<file path="src/rtl/spi_eeprom_pkg.sv">
// Shared definitions for the SPI EEPROM command sequencer: 25xx opcodes,
// status-register bit positions and the state encodings of the sequencer
// and its byte handshake engine.
package spi_eeprom_pkg;

    localparam int unsigned BYTE_W = 8;

    localparam logic [BYTE_W-1:0] CMD_WREN  = 8'h06;
    localparam logic [BYTE_W-1:0] CMD_WRITE = 8'h02;
    localparam logic [BYTE_W-1:0] CMD_READ  = 8'h03;
    localparam logic [BYTE_W-1:0] CMD_RDSR  = 8'h05;

    // Write-in-progress flag in the RDSR status byte
    localparam int unsigned WIP_BIT = 0;

    typedef enum logic [2:0] {
        ST_IDLE  = 3'd0,
        ST_WREN  = 3'd1,
        ST_GAP   = 3'd2,
        ST_FRAME = 3'd3,
        ST_POLL  = 3'd4,
        ST_RESP  = 3'd5
    } seq_state_t;

    typedef enum logic [1:0] {
        HS_IDLE    = 2'd0,
        HS_ISSUE   = 2'd1,
        HS_WAIT_LO = 2'd2,
        HS_WAIT_HI = 2'd3
    } hs_state_t;

endpackage

</file>
<file path="src/rtl/spi_byte_handshake.sv">
// One-byte handshake with the SPI byte engine.
// A go pulse latches tx/cont; the engine then sees one byte_start pulse once
// it is ready, and done pulses (with rx valid) when it returns to ready.
// Ports: clk, rst (sync, active-high); go/tx/cont from the sequencer;
//        done/rx back to the sequencer; byte_start/byte_continued/byte_tx
//        to the engine; byte_rx/byte_ready from the engine.
module spi_byte_handshake
    import spi_eeprom_pkg::*;
(
    input  logic              clk,
    input  logic              rst,
    input  logic              go,
    input  logic [BYTE_W-1:0] tx,
    input  logic              cont,
    output logic              done,
    output logic [BYTE_W-1:0] rx,
    output logic              byte_start,
    output logic              byte_continued,
    output logic [BYTE_W-1:0] byte_tx,
    input  logic [BYTE_W-1:0] byte_rx,
    input  logic              byte_ready
);

    hs_state_t state;
    hs_state_t state_next;
    logic      start_c;
    logic      done_c;

    // State register
    always_ff @(posedge clk) begin
        if (rst) state <= HS_IDLE;
        else     state <= state_next;
    end

    // Next state
    always_comb begin
        state_next = state;
        case (state)
            HS_IDLE:    if (go)          state_next = HS_ISSUE;
            HS_ISSUE:   if (byte_ready)  state_next = HS_WAIT_LO;
            // byte_ready may already be low on the start cycle
            HS_WAIT_LO: if (!byte_ready) state_next = HS_WAIT_HI;
            HS_WAIT_HI: if (byte_ready)  state_next = HS_IDLE;
            default:                     state_next = HS_IDLE;
        endcase
    end

    // Output decode
    always_comb begin
        start_c = (state == HS_ISSUE)   && byte_ready;
        done_c  = (state == HS_WAIT_HI) && byte_ready;
    end

    // Registered engine-side and sequencer-side outputs
    always_ff @(posedge clk) begin
        if (rst) begin
            byte_start     <= 1'b0;
            byte_continued <= 1'b0;
            byte_tx        <= 8'hFF;
            done           <= 1'b0;
            rx             <= '0;
        end else begin
            byte_start <= start_c;
            done       <= done_c;
            // tx/cont stay put from the start pulse until the next byte is issued
            if ((state == HS_IDLE) && go) begin
                byte_tx        <= tx;
                byte_continued <= cont;
            end
            if (done_c) rx <= byte_rx;
        end
    end

endmodule

</file>
<file path="src/rtl/spi_eeprom_sequencer.sv">
// Turns one read/write request into 25xx SPI EEPROM byte frames:
//   write: WREN frame, gap, WRITE frame {02, A[15:8], A[7:0], wdata}
//   read : READ frame {03, A[15:8], A[7:0], DUMMY_BYTE}, last rx -> rsp_rdata
// Optional macro SPI_WIP_POLL_EN: after a WRITE frame, poll RDSR {05, DUMMY}
// with gaps until WIP clears (rsp_err=0) or POLL_MAX polls expire (rsp_err=1).
// Ports: clk, rst (sync, active-high); req_* request side; rsp_* response
//        side; byte_* connect to the SPI byte engine.
module spi_eeprom_sequencer
    import spi_eeprom_pkg::*;
#(
    parameter int unsigned       ADDR_W     = 16,
    parameter int unsigned       GAP_CYCLES = 4,
    parameter logic [BYTE_W-1:0] DUMMY_BYTE = 8'hFF,
    parameter int unsigned       POLL_MAX   = 1023
) (
    input  logic              clk,
    input  logic              rst,
    input  logic              req_valid,
    output logic              req_ready,
    input  logic              req_write,
    input  logic [ADDR_W-1:0] req_addr,
    input  logic [BYTE_W-1:0] req_wdata,
    output logic              rsp_valid,
    output logic [BYTE_W-1:0] rsp_rdata,
    output logic              rsp_err,
    output logic              byte_start,
    output logic              byte_continued,
    output logic [BYTE_W-1:0] byte_tx,
    input  logic [BYTE_W-1:0] byte_rx,
    input  logic              byte_ready
);

    localparam int unsigned GAP_W = $clog2(GAP_CYCLES + 2);

    seq_state_t        state;
    seq_state_t        state_next;
    logic              accept_c;
    logic              busy;
    logic [1:0]        idx;
    logic [GAP_W-1:0]  gap_cnt;
    logic              wr_q;
    logic [ADDR_W-1:0] addr_q;
    logic [BYTE_W-1:0] wdata_q;
    logic [15:0]       addr_wire;
    logic              go_c;
    logic [BYTE_W-1:0] tx_c;
    logic              cont_c;
    logic              last_c;
    logic              hs_done;
    logic [BYTE_W-1:0] hs_rx;

`ifdef SPI_WIP_POLL_EN
    localparam int unsigned POLL_W = $clog2(POLL_MAX + 1);
    logic              wr_done_q;
    logic [POLL_W-1:0] poll_cnt;
`endif

    assign req_ready = (state == ST_IDLE) && !rst;
    assign accept_c  = req_valid && req_ready;
    assign addr_wire = 16'(addr_q);

    // State register
    always_ff @(posedge clk) begin
        if (rst) state <= ST_IDLE;
        else     state <= state_next;
    end

    // Next state
    always_comb begin
        state_next = state;
        case (state)
            ST_IDLE:  if (accept_c) state_next = req_write ? ST_WREN : ST_FRAME;
            ST_WREN:  if (hs_done)  state_next = ST_GAP;
            ST_GAP: begin
                if (gap_cnt <= GAP_W'(1)) begin
`ifdef SPI_WIP_POLL_EN
                    state_next = wr_done_q ? ST_POLL : ST_FRAME;
`else
                    state_next = ST_FRAME;
`endif
                end
            end
            ST_FRAME: begin
                if (hs_done && last_c) begin
`ifdef SPI_WIP_POLL_EN
                    state_next = wr_q ? ST_GAP : ST_RESP;
`else
                    state_next = ST_RESP;
`endif
                end
            end
`ifdef SPI_WIP_POLL_EN
            ST_POLL: begin
                if (hs_done && last_c) begin
                    if (!hs_rx[WIP_BIT] || (poll_cnt >= POLL_W'(POLL_MAX - 1)))
                        state_next = ST_RESP;
                    else
                        state_next = ST_GAP;
                end
            end
`endif
            ST_RESP:  state_next = ST_IDLE;
            default:  state_next = ST_IDLE;
        endcase
    end

    // Byte selection for the current frame position
    always_comb begin
        go_c   = 1'b0;
        tx_c   = DUMMY_BYTE;
        cont_c = 1'b0;
        last_c = 1'b0;
        case (state)
            ST_WREN: begin
                go_c   = !busy;
                tx_c   = CMD_WREN;
                last_c = 1'b1;
            end
            ST_FRAME: begin
                go_c   = !busy;
                cont_c = (idx != 2'd3);
                last_c = (idx == 2'd3);
                case (idx)
                    2'd0:    tx_c = wr_q ? CMD_WRITE : CMD_READ;
                    2'd1:    tx_c = addr_wire[15:8];
                    2'd2:    tx_c = addr_wire[7:0];
                    default: tx_c = wr_q ? wdata_q : DUMMY_BYTE;
                endcase
            end
`ifdef SPI_WIP_POLL_EN
            ST_POLL: begin
                go_c   = !busy;
                cont_c = (idx == 2'd0);
                last_c = (idx != 2'd0);
                tx_c   = (idx == 2'd0) ? CMD_RDSR : DUMMY_BYTE;
            end
`endif
            default: ;
        endcase
    end

    // Request latch, byte progress, gap timer and response registers
    always_ff @(posedge clk) begin
        if (rst) begin
            wr_q      <= 1'b0;
            addr_q    <= '0;
            wdata_q   <= '0;
            busy      <= 1'b0;
            idx       <= 2'd0;
            gap_cnt   <= '0;
            rsp_valid <= 1'b0;
            rsp_rdata <= '0;
        end else begin
            if (accept_c) begin
                wr_q    <= req_write;
                addr_q  <= req_addr;
                wdata_q <= req_wdata;
            end
            if (go_c)         busy <= 1'b1;
            else if (hs_done) busy <= 1'b0;
            if (state_next != state) idx <= 2'd0;
            else if (hs_done)        idx <= idx + 2'd1;
            if ((state_next == ST_GAP) && (state != ST_GAP)) gap_cnt <= GAP_W'(GAP_CYCLES);
            else if (state == ST_GAP)                        gap_cnt <= gap_cnt - GAP_W'(1);
            rsp_valid <= (state_next == ST_RESP);
            if (state_next == ST_RESP) rsp_rdata <= wr_q ? 8'h00 : hs_rx;
        end
    end

`ifdef SPI_WIP_POLL_EN
    // Poll bookkeeping; the counter saturates at POLL_MAX
    always_ff @(posedge clk) begin
        if (rst) begin
            wr_done_q <= 1'b0;
            poll_cnt  <= '0;
            rsp_err   <= 1'b0;
        end else begin
            if (accept_c) begin
                wr_done_q <= 1'b0;
                poll_cnt  <= '0;
            end else begin
                if ((state == ST_FRAME) && (state_next == ST_GAP)) wr_done_q <= 1'b1;
                if ((state == ST_POLL) && hs_done && last_c && (poll_cnt != POLL_W'(POLL_MAX)))
                    poll_cnt <= poll_cnt + POLL_W'(1);
            end
            if (state_next == ST_RESP) rsp_err <= (state == ST_POLL) && hs_rx[WIP_BIT];
        end
    end
`else
    assign rsp_err = 1'b0;
`endif

    spi_byte_handshake u_hs (
        .clk            (clk),
        .rst            (rst),
        .go             (go_c),
        .tx             (tx_c),
        .cont           (cont_c),
        .done           (hs_done),
        .rx             (hs_rx),
        .byte_start     (byte_start),
        .byte_continued (byte_continued),
        .byte_tx        (byte_tx),
        .byte_rx        (byte_rx),
        .byte_ready     (byte_ready)
    );

endmodule
</file>
<file path="config.mk">
export PLATFORM = sky130hd
export DESIGN_NAME = spi_eeprom_sequencer
export DESIGN_NICKNAME = d
export VERILOG_FILES = /design/src/rtl/spi_eeprom_pkg.sv /design/src/rtl/spi_byte_handshake.sv /design/src/rtl/spi_eeprom_sequencer.sv
export SDC_FILE = /design/constraint.sdc
export NUM_CORES = 1
export LEC_CHECK = 0
export ABC_AREA = 1
export CORE_MARGIN = 4
export CORE_UTILIZATION = 50
export CTS_CLUSTER_DIAMETER = 200
export CTS_CLUSTER_SIZE = 25
export DETAILED_ROUTE_END_ITERATION = 8
export GPL_TIMING_DRIVEN = 0
export PLACE_DENSITY = 0.79
export SYNTH_ARGS = -nofsm -noshare
export SYNTH_HDL_FRONTEND = slang
export SYNTH_SLANG_ARGS = --single-unit
</file>
<file path="constraint.sdc">
create_clock -name clk -period 1.7 [get_ports clk]
set_clock_uncertainty 0.05 [all_clocks]
set_input_delay 0.34 -clock clk [delete_from_list [all_inputs] [get_ports clk]]
set_output_delay 0.34 -clock clk [all_outputs]
set_load 0.03 [all_outputs]
</file>
== Yosys cells after proc, flatten, opt, wreduce, memory -nomap -nowiden ==
Cells that the tools add are included.
Operators by class
  order comparisons: 1
  mux-type cells: 23
  $add $sub $neg: 2
  bitwise logic cells: 0
  reductions and logical operators: 18
  div/mod/pow operators: 0
  $mul: 0
  eq/ne operators: 18
  shift operators: 0
Operators with widths (count)
  one-hot mux 8 bit (3 select lines): 1
  2-to-1 mux 3 bit: 6
  2-to-1 mux 8 bit: 2
  one-hot mux 8 bit (2 select lines): 1
  one-hot mux 3 bit (4 select lines): 1
  2-to-1 mux 2 bit: 5
  == test 3 x 2 -> 1 bit (second input constant): 3
  == test 2 bit (second input constant): 4
  inequality test 2 bit (second input constant): 4
  one-hot mux 2 bit (4 select lines): 1
  logical AND 1 bit: 7
  OR reduction 2 bit: 3
  2-to-1 mux 1 bit: 5
  == test 2 x 1 -> 1 bit (second input constant): 2
  zero test 2 bit: 2
  AND reduction 4 bit: 1
  nonzero test 2 bit: 2
  == test 3 x 1 -> 1 bit (second input constant): 1
  == test 3 bit (second input constant): 1
  less-or-equal comparator 3 x 1 -> 1 bit (second input constant): 1
  zero test 3 bit: 1
  inequality test 3 x 2 -> 1 bit (second input constant): 1
  inequality test 3 bit: 1
  subtractor 3 x 1 -> 3 bit (second input constant): 1
  other kinds (4): 5
Storage, ports and cells
  memories: 0
  bits in latches: 0
  RAM bits: 0
  memory bits (read-only): 0
  output and inout port bits: 21
  register bits after elaboration: 64

== Depth between registers and ports, before layout ==
  depth in word-level cells: 8
  gate-level depth with buffers: 9

== Cells and area by module ==
From an unflattened synthesis, not the netlist that was laid out.
Unflattened totals
  cell total of the unflattened synthesis: 372
  area total of the unflattened synthesis: 2834.0 um^2
Modules (own cells, without submodules)
  spi_eeprom_sequencer: cells each 263, area an instance 1993.2 um^2, instances 1, sequential area each 860.8 um^2
  spi_byte_handshake: cells each 109, area an instance 840.8 um^2, instances 1, sequential area each 420.4 um^2

== Worst setup path before layout ==
No wires, ideal clock.
  kind: input port to output port
  start: in rst
  end: out req_ready
  arrival: 1.344 ns
  slack: -0.034 ns
  data required time: 1.310 ns
  buffers on the path: 2
  stages: 3
  path through: buf_6 clkbuf_1 nor3_1
On the way
  cells in the longest elaborated chain, start to end: 2
Ends and longest elaborated chain
  from (decl): line spi_eeprom_sequencer.sv:17  | input logic rst,
  zero test 1 bit: line spi_eeprom_sequencer.sv:58  | assign req_ready = (state == ST_IDLE) && !rst;
  logical AND 1 bit: line spi_eeprom_sequencer.sv:58
  to (decl): line spi_eeprom_sequencer.sv:19  | output logic req_ready,
Every way passes these cells.

== Worst setup path in the final report ==
  start: reg idx[0]
  end: reg u_hs.byte_tx[0]
On the way
  cells in the longest elaborated chain, start to end: 3
Ends and longest elaborated chain
  from (decl): line spi_eeprom_sequencer.sv:39  | logic [1:0] idx;
  from (signal assigned): line spi_eeprom_sequencer.sv:162  | else if (hs_done) idx <= idx + 2'd1;
  == test 2 bit (tied with other cells): line spi_eeprom_sequencer.sv:123  | case (idx)
  one-hot mux 8 bit (3 select lines) *: line spi_eeprom_sequencer.sv:123
  one-hot mux 8 bit (2 select lines) *: line spi_eeprom_sequencer.sv:113  | case (state)
  to (signal assigned): line spi_byte_handshake.sv:67  | byte_tx <= tx;
  to (decl): line spi_byte_handshake.sv:19  | output logic [BYTE_W-1:0] byte_tx,
Every way passes the cells marked *; elsewhere a longest branch is shown, timed or not.
A chain may end at the register's enable or synchronous reset.

==> results by stage <==
Run status:
- The flow ran to the end, and the final reports show no timing, DRC or antenna violations.

Timing:
- The final count of negative-setup-slack endpoints is 0.
- The smallest clock period supported by the final layout is computed as 1.58 ns.
- The count of final hold-check violations was 0.
- The worst slack on hold paths is 0.154 ns.
- Setup repair after global routing left no endpoint under its margin.
- Of the available clock period, the critical path in the final layout requires 92.9%.
- The maximum clock frequency is 633 MHz.
- The final max-slew violation count is 0.

Synthesis:
- Counting flops with a built-in enable in the synthesized netlist gives 0.
- The count of mapped cells out of synthesis is 355.
- The area share of fa/ha/maj cells after synthesis is 5.46%.
- Counting every net in the synthesized netlist gives 404.
- The synthesized-area fraction occupied by ao, oa, aoi and oai cells is 20.2%.
- During synthesis, Yosys emitted a total of 0 warnings.
- In the synthesized netlist, mux cells make up 0% of the area.
- The post-synthesis cell type count is 35.
- The main combinational cell family by area after synthesis is compound AO/OA/AOI/OAI gates.
- After Yosys synthesis, and, or, nand and nor cells account for 17.0% of the synthesized area.
- The synthesized design contains 64 register bits.
- The fraction of registers with async set or reset after synthesis is 0%.
- The cell area after synthesis is 2750 µm².
- A synthesized cell averages 7.75 µm².
- Summing the sequential cell areas from Yosys gives 46.6% of the chip area.
- Among all flip-flop cells after synthesis, the most frequent one is dfxtp_1.
- The synthesized netlist devotes 0.637% of its cell area to XOR and XNOR gates.

Power:
- The power density relative to cell area is 1020 nW/µm².
- The share of total power in sequential cells is 47.3%.
- The static leakage is 1.47 nW.
- The maximum resistive drop on vdd is 601 µV.
- The clock network fraction of total power is 33.6%.
- The share of total power dissipated in combinational logic is 19.1%.
- The switching power of the nets is 1.04 mW.
- The proportion of total power due to net switching is 28.7%.
- The internal power of the cells totals 2.59 mW.

Global routing:
- The sum of overflow across all layers after global routing is 0.
- The combined global-route utilization of all metal layers is 21.3%.
- Entering global routing, the biggest net connects 11 pins.
- The first global-routing pass estimated 10900 µm of wire.
- The number of global-route vias before repair is 2440.
- The number of antenna violations at the first check in global routing is 0.

Detailed routing:
- In the detailed route, the total length drawn on met3 is 422 µm.
- The detailed router put a total of 2940 µm of wire on met1.
- Detailed routing inserted a total of 2541 vias.
- The wire length after detailed routing is 6640 µm.
- The via count normalized by instance count is 5.12.
- The number of nets with antenna violations after routing is 0.
- For this run, design rule violations remaining after detail routing come to 0.
- For this run, the detailed router's first-pass iteration total came to 4.
- The number of design-rule violations left by the first detailed-router iteration is 183.
- Summed over all nets, wire length on met2 after detailed routing comes to 3180 µm.
- Dividing the detail-routed wire length by the instance count gives 13.4 µm.
- Signal routing reaches up to met4.

Clock network:
- The clock tree root buffer cell is clkbuf_8.
- The number of clock sinks seen by CTS is 64.
- The clock tree synthesis step divided the H-tree into 3 levels.
- The clock tree from TritonCTS is built.
- The clock edge transition at the registers on the reported setup and hold paths is 0.07 ns.
- Clock tree synthesis inserted a total of 9 buffers.
- For the worst-skew pair, the clock arrives at the later sink with an insertion delay of 0.34 ns.
- The largest buffer count on any clock path is 2.

Finish:
- The most common cell after layout, fill and taps aside is dfxtp_1.
- Relative to the synthesized area, the layout overhead comes to 29.1%.
- The fraction of final layout cells with drive strength greater than 1 is 9.15%.
- The number of diodes added for antenna fixing is 0.
- After routing the design area is 3550 µm².
- The share of the core filled with cells is 68.2%.
- The library cells used most frequently in the layout, excluding fill and tap cells, are dfxtp_1 (64), inv_1 (47), a21oi_1 (46).
- After the last flow step, the layout net total stands at 470.

Critical path:
- The arrival time of data at the critical path endpoint is 1.74 ns.
- The peak per-stage delay on the critical path is 0.42 ns.
- The critical-path cell with the highest stage delay is dfxtp_1.
- The critical path goes through ha_1, buf_2, inv_1, o311ai_0, nand2_1.
- STA puts the critical path data required time at 1.86 ns.
- STA classifies the critical path endpoint as a flop.
- The top fanout value on the critical path is 9.
- The critical path class is flop to flop.
- The sort of element at the start of the critical path is a flop.

Run:
- Across the run, the number of max-cap violations was 0.

Placement:
- The placed wire-length estimate is 4910 µm.
- In this run the tool buffered the top-level ports with 55 buffer cells.
- The instance area after placement is 3390 µm².
- At the end of routability-driven placement, the weighted congestion stood at 0.846.

Floorplanning:
- The starting density of the core is 52.8%.
- Pin placement for this block handled 58 I/O pins.
- The die span in x is 82.2 µm.
- The floorplan step set the die height to 82.2 µm.
- The die covers 6750 µm².
- In this run the standard cell core region covers 5200 µm².
- The number of core rows is 26.

Min path:
- The class of the tightest hold or removal check is primary input to flop.
[cells in the mapped netlist, types with 3 or more instances]
master	number	area (µm²)
ha_1	12	150
a21oi_1	46	230
o21ai_0	44	220
nor3_1	5	25.0
dfxtp_1	64	1280
nand2_1	36	135
inv_2	4	15.0
nor2_1	38	143
clkbuf_1	7	26.3
inv_1	47	176
nand3_1	14	70.1
buf_2	6	30.0
o221ai_1	3	26.3
[flip-flops by register name, indices dropped and copies added, names as in the netlist]
register and count:
addr_q 16, rsp_rdata 8, u_hs.byte_tx 8, u_hs.rx 8, wdata_q 8, gap_cnt 3, state 3, idx 2
u_hs.state 2, busy 1, rsp_valid 1, u_hs.byte_continued 1, u_hs.byte_start 1, u_hs.done 1, wr_q 1
[repair_timing]
item                       in CTS  in global routing
gates resized for setup        22                  3
setup buffers                   0                  0
hold buffers                    0                  0
setup endpoints to repair      20                  2
[worst max-delay path: cells and delay by family (launching register included)]
family	cells	cell delay, ns
AO/OA/AOI/OAI	1	0.38
adder cells (fa/ha/maj)	1	0.17
buffers and inverters	2	0.34
flip-flops	1	0.42
AND/OR/NAND/NOR	1	0.09
[layer usage]
metal  global-route usage (%)  up-vias
met5                        0        -
met3                     3.58       11
met2                     36.4       89
li1                         -     1291
met4                     9.63        0
met1                     26.2     1150
[per-stage QoR]
step / total power, mW / worst slack [ns] / setup TNS [ns] / std cells
4_1_cts: 3.65 / 0.0274 / 0 / 496
3_3_place_gp: 2.44 / -0.307 / -0.307 / 480
2_1_floorplan: 2.20 / 0.217 / 0 / 355
6_report: 3.63 / 0.121 / 0 / 496
5_1_grt: 3.81 / 0.0261 / 0 / 496
3_5_place_dp: 2.46 / -0.307 / -0.307 / 480
[power by group through the flow]
| stage | clock [mW] | combinational, mW | sequential (mW) |
|---|---|---|---|
| final | 1.22 | 0.694 | 1.72 |
| after global routing | 1.30 | 0.780 | 1.73 |
| after CTS | 1.24 | 0.698 | 1.71 |
| after detailed placement | 0 | 0.713 | 1.75 |
| after global placement | 0 | 0.696 | 1.74 |
| after floorplan | 0 | 0.400 | 1.79 |
[logic make-up after synthesis]
logic type / count (synthesis)
AND/OR/NAND/NOR: 105
XOR/XNOR: 2
AO/OA/AOI/OAI: 104
other: 1
adder cells (fa/ha/maj): 12
flip-flops: 64
buffers and inverters: 67
[final cells by class]
class                      instances  area (µm²)
tap                               70        87.6
clock buffer                      12         135
sequential                        64        1280
buffer                            16        82.6
clock inverter                     4        45.0
fill                             463        1660
multi-input combinational        224        1200
inverter                          51         191
timing repair buffer              55         522
[worst paths after layout]
kind	cells past startpoint	endpoint	from	slack, ns
setup / recovery	5	u_hs.byte_tx[0]$_SDFFE_PP1P_	idx[0]$_SDFFE_PP0P_	0.12
hold / removal	2	wr_q$_SDFFE_PP0P_	rst	0.15
setup reg to reg	5	u_hs.byte_tx[0]$_SDFFE_PP1P_	idx[0]$_SDFFE_PP0P_	0.12
hold reg to reg	2	wdata_q[1]$_SDFFE_PP0P_	wdata_q[1]$_SDFFE_PP0P_	0.40
(Power assumes the default switching activity.)
